==> config.mk <==
export PLATFORM = sky130hd
export DESIGN_NAME = freq_gen_n
export DESIGN_NICKNAME = d
export VERILOG_FILES = /design/src/rtl/freq_gen_n.sv
export SDC_FILE = /design/constraint.sdc
export NUM_CORES = 1
export LEC_CHECK = 0
export CAP_MARGIN = 10
export CORE_AREA = 3 3 76 96
export DETAILED_ROUTE_END_ITERATION = 10
export DIE_AREA = 0 0 79 99
export PLACE_DENSITY = 0.72
export SETUP_SLACK_MARGIN = 0.15
export SKIP_LAST_GASP = 1
export SYNTH_ARGS = -nofsm -noshare
export SYNTH_HDL_FRONTEND = slang
export SYNTH_SLANG_ARGS = --single-unit
==> constraint.sdc <==
create_clock -name clk -period 4.8 [get_ports clk]
set_input_delay 0.48 -clock clk [delete_from_list [all_inputs] [get_ports clk]]
set_output_delay 0.48 -clock clk [all_outputs]
set_load 0.01 [all_outputs]
==> src/rtl/freq_gen_n.sv <==
// Programmable square-wave generator: fout is high for N clk cycles, then low
// for N cycles. A new N is double-buffered and applied only at a period boundary.
module freq_gen_n #(
  parameter int N_W = 15
) (
  input  logic           clk,
  input  logic           reset,
  input  logic           en,
  input  logic [N_W-1:0] n_in,
  input  logic           n_load,
  output logic           fout,
  output logic [N_W-1:0] n_active,
  output logic           period_done,
  output logic           n_err,
  output logic           busy
);

  typedef enum logic [1:0] {IDLE, HIGH, LOW} state_t;

  localparam logic [N_W-1:0] ONE  = {{(N_W-1){1'b0}}, 1'b1};
  localparam logic [N_W-1:0] ZERO = '0;

  state_t         state_q, state_d;
  logic [N_W-1:0] hc_q, hc_d;
  logic [N_W-1:0] n_active_q, n_active_d;
  logic [N_W-1:0] shadow_q, shadow_d;
  logic           pending_q, pending_d;
  logic           fout_q, fout_d;
  logic           period_done_q, period_done_d;
  logic           n_err_q, n_err_d;
  logic           busy_q, busy_d;

  logic           load_ok;
  logic           phase_end;
  logic [N_W-1:0] eff_n;

  always_comb begin
    load_ok   = n_load && (n_in != ZERO);
    phase_end = (hc_q == n_active_q);
    // A valid load in a commit cycle bypasses the shadow register.
    eff_n     = load_ok ? n_in : (pending_q ? shadow_q : n_active_q);

    state_d    = state_q;
    hc_d       = hc_q;
    n_active_d = n_active_q;
    shadow_d   = load_ok ? n_in : shadow_q;
    pending_d  = load_ok | pending_q;

    case (state_q)
      IDLE: begin
        hc_d = ZERO;
        if (en && (eff_n != ZERO)) begin
          state_d    = HIGH;
          hc_d       = ONE;
          n_active_d = eff_n;
          pending_d  = 1'b0;
        end
      end
      HIGH: begin
        hc_d = hc_q + ONE;
        if (phase_end) begin
          state_d = LOW;
          hc_d    = ONE;
        end
      end
      LOW: begin
        hc_d = hc_q + ONE;
        if (phase_end) begin
          if (en) begin
            state_d    = HIGH;
            hc_d       = ONE;
            n_active_d = eff_n;
            pending_d  = 1'b0;
          end else begin
            state_d = IDLE;
            hc_d    = ZERO;
          end
        end
      end
      default: begin
        state_d = IDLE;
        hc_d    = ZERO;
      end
    endcase

    // Outputs are computed from the next state so they appear registered.
    fout_d        = (state_d == HIGH);
    busy_d        = (state_d != IDLE);
    period_done_d = (state_d == LOW) && (hc_d == n_active_d);
    n_err_d       = n_load && (n_in == ZERO);
  end

  always_ff @(posedge clk) begin
    if (reset) begin
      state_q       <= IDLE;
      hc_q          <= ZERO;
      n_active_q    <= ZERO;
      shadow_q      <= ZERO;
      pending_q     <= 1'b0;
      fout_q        <= 1'b0;
      period_done_q <= 1'b0;
      n_err_q       <= 1'b0;
      busy_q        <= 1'b0;
    end else begin
      state_q       <= state_d;
      hc_q          <= hc_d;
      n_active_q    <= n_active_d;
      shadow_q      <= shadow_d;
      pending_q     <= pending_d;
      fout_q        <= fout_d;
      period_done_q <= period_done_d;
      n_err_q       <= n_err_d;
      busy_q        <= busy_d;
    end
  end

  assign fout        = fout_q;
  assign n_active    = n_active_q;
  assign period_done = period_done_q;
  assign n_err       = n_err_q;
  assign busy        = busy_q;

endmodule

==> reports/results.ini <==
[setup_path]
slowest_delay_ns=0.46
cp_cell_sequence=clkdlybuf4s50_1 -> nor4_1 -> a41oi_1 -> buf_4 -> a221o_1 -> and2_1 -> or3_1 -> o21a_1 -> a2111o_1 -> a2111oi_4 -> o2111ai_1 -> a2111oi_2
reg2reg_setup_slack_ns=1.32
reg2reg_depth=10
cpMaxStageDelayCell=a2111o_1
r2r_end=period_done
setup.worst_path.class=primary input to flip-flop
end_kind=flip-flop
cp.required_ns=5.01
r2r-start=n_active[7]
worstPathMaxFanout=11
crit_path_start_kind=primary input
cp.arrival_ns=3.82

[power_and_ir_drop]
p_per_area_mw_per_mm2=367
peakVddDrop_mv=0.212
p_leak_uw=0.00119

[grt]
antenna_found_initial=0
grt_pass1_wl_mm=13.5
grt_pass1_vias=2829
overflow=0
grt_max_degree=41
grtUsageTotal_pct=21.7

[route]
drc_errors=0
dr.pass1.iters=5
routed_wl_mm=8.13
ant_nets=0
wl_per_cell_um=16.9
dr_total_vias=2811
vias_per_cell=5.84
drtIter0Drc=226

[clock_network]
clock_sinks=52
clkTransAtPathRegs_ns=0.11
hold_buffers=0
ctsResizeCount=0
cts_buffer_depth=2
clockRootBuffer=clkbuf_8
htreeDepth=2
tritoncts=yes
clk_latency_ns=0.32
numCtsBuffers=5
cts_setup_buffers=0

[placed_design]
port_buffers=37
dpl.hpwl_mm=6.24
pre_cts_slack_ns=0.924
place.gp.congestion=0.962

[sta]
layout_min_cycle_time_ns=3.61
setup_tns_ns=0
tightestPinTransition_ns=1.14
hold_violations=0
max-slew-margin-rel_pct=23.0
report.final.slew_viol_count=0
hold_ws_ns=0.475
finalWorstSetupSlack_ns=1.19
rsz0062_at_grt=no
finalCritPeriodShare_pct=75.1
setup_violations=0
clock_skew_ns=0.0152
max_freq_ghz=0.277

[synth]
synth_fp_nets=382
synth_ff_type=dfxtp_1
yosysSeqAreaShare_pct=35.2
netlist_area_mm2=0.00296
synth_most_common_cell=nand2_1
synth_top_area_share_pct=35.2
synth_common_cells=nand2_1 (63), dfxtp_1 (52), nor2_1 (43), xnor2_1 (22), a21oi_1 (19)
ys_types=62
ys_warn_count=0
postSynthAreaPerCell_um2=8.16
synth_seq_cells=52
async_flop_share_pct=0
synth_edf_count=0
synth_area_leaders=dfxtp_1 (35%), nand2_1 (8.0%), xnor2_1 (6.5%), nor2_1 (5.5%), a21oi_1 (3.2%)
yosysTopAreaCell=dfxtp_1
synthCells=362

[hold_path]
whs_endpoint=shadow_q[7]
min_from=shadow_q[7]
worstHoldPathCells=2
hp-class=flip-flop to flip-flop

[die]
initial_core_util_pct=45.3
die_h_um=99
pin_count=38
die_area_mm2=0.00782
fp.dieW_um=79
core_mm2=0.00652
fp-row-count=33

[cells_and_area]
nets=413
drive_above_1_share_pct=7.61
diodes=0
syn2layout_area_growth_pct=17.1

[flow_run]
maxCapViolCount=0

[outcome]
status=completed

## layout make-up
class                   count  area, µm²
clock inverters             2       15.0
inverters                   9       33.8
multi-input cells         286       1790
flip-flops and latches     52       1040
fillers                   660       3060
clock buffers               6       82.6
well taps                  87        109
repair buffers             39        385
## flip-flops by register name (all words and copies together) (netlist names)
| register | count |
|---|---|
| busy | 1 |
| fout | 1 |
| hc_q | 15 |
| n_active | 15 |
| n_err | 1 |
| pending_q | 1 |
| period_done | 1 |
| shadow_q | 15 |
| state_q | 2 |
## critical path: cells and delay by family
kind	cells	cell delay, ns
buffers and inverters	2	0.63
AOI/OAI and AO/OA	7	1.72
and+or+nand+nor	3	0.98
## through the flow
stage	util, %	instances	total power (µW)	area (µm²)
floorplan	-	362	867	2960
global placement	51.5	473	997	3360
detailed placement	51.5	473	1000	3360
CTS	53.0	481	1270	3460
global route	53.0	481	1340	3460
finish	53.0	481	1270	3460
## worst max path at each step
stage                   from          end  slack (ns)
finish               n_in[7]  period_done        1.19
global route          n_load  period_done        0.93
CTS                 n_in[11]  period_done        1.25
detailed placement   n_in[6]  period_done        0.92
global placement    n_in[11]  period_done        1.01
floorplan            n_in[6]  period_done        1.78
## per-layer routing
layer  up-vias  wire length [µm]  share of wire (%)  global-route usage [%]
met1      1319              3430                 42                    26.9
li1       1346                 -                  -                       -
met5         -                 0                  0                       0
met4         0               360                4.4                    10.4
met3        27               438                5.4                    3.38
met2       119              3900                 48                    36.3
## report_power, final
group / internal (µW) / switching [µW]
registers: 470 / 58.3
clock network: 117 / 154
logic: 198 / 275
total: 785 / 487
## cells by family after synthesis
group           after synthesis  synth area share (%)
compound gates               74                  18.2
xor+xnor                     36                  11.9
fa+ha+maj                     1                 0.423
buf+inv                      24                  4.11
flops                        52                  35.2
mux                           5                  1.86
simple gates                170                  28.2
## cell usage in the layout, fill, tap and decap left out, types with 9 or more instances in the layout
cell              n
nor4_1           11
clkdlybuf4s50_1  37
a22oi_1          11
nor3_1            9
a21oi_1          19
o21ai_0          11
xnor2_1          22
nor2_1           43
inv_1             9
nand2_1          63
nand3_1           9
dfxtp_1          52
xor2_1            9
No activity file was read; power rests on OpenSTA's default activity.
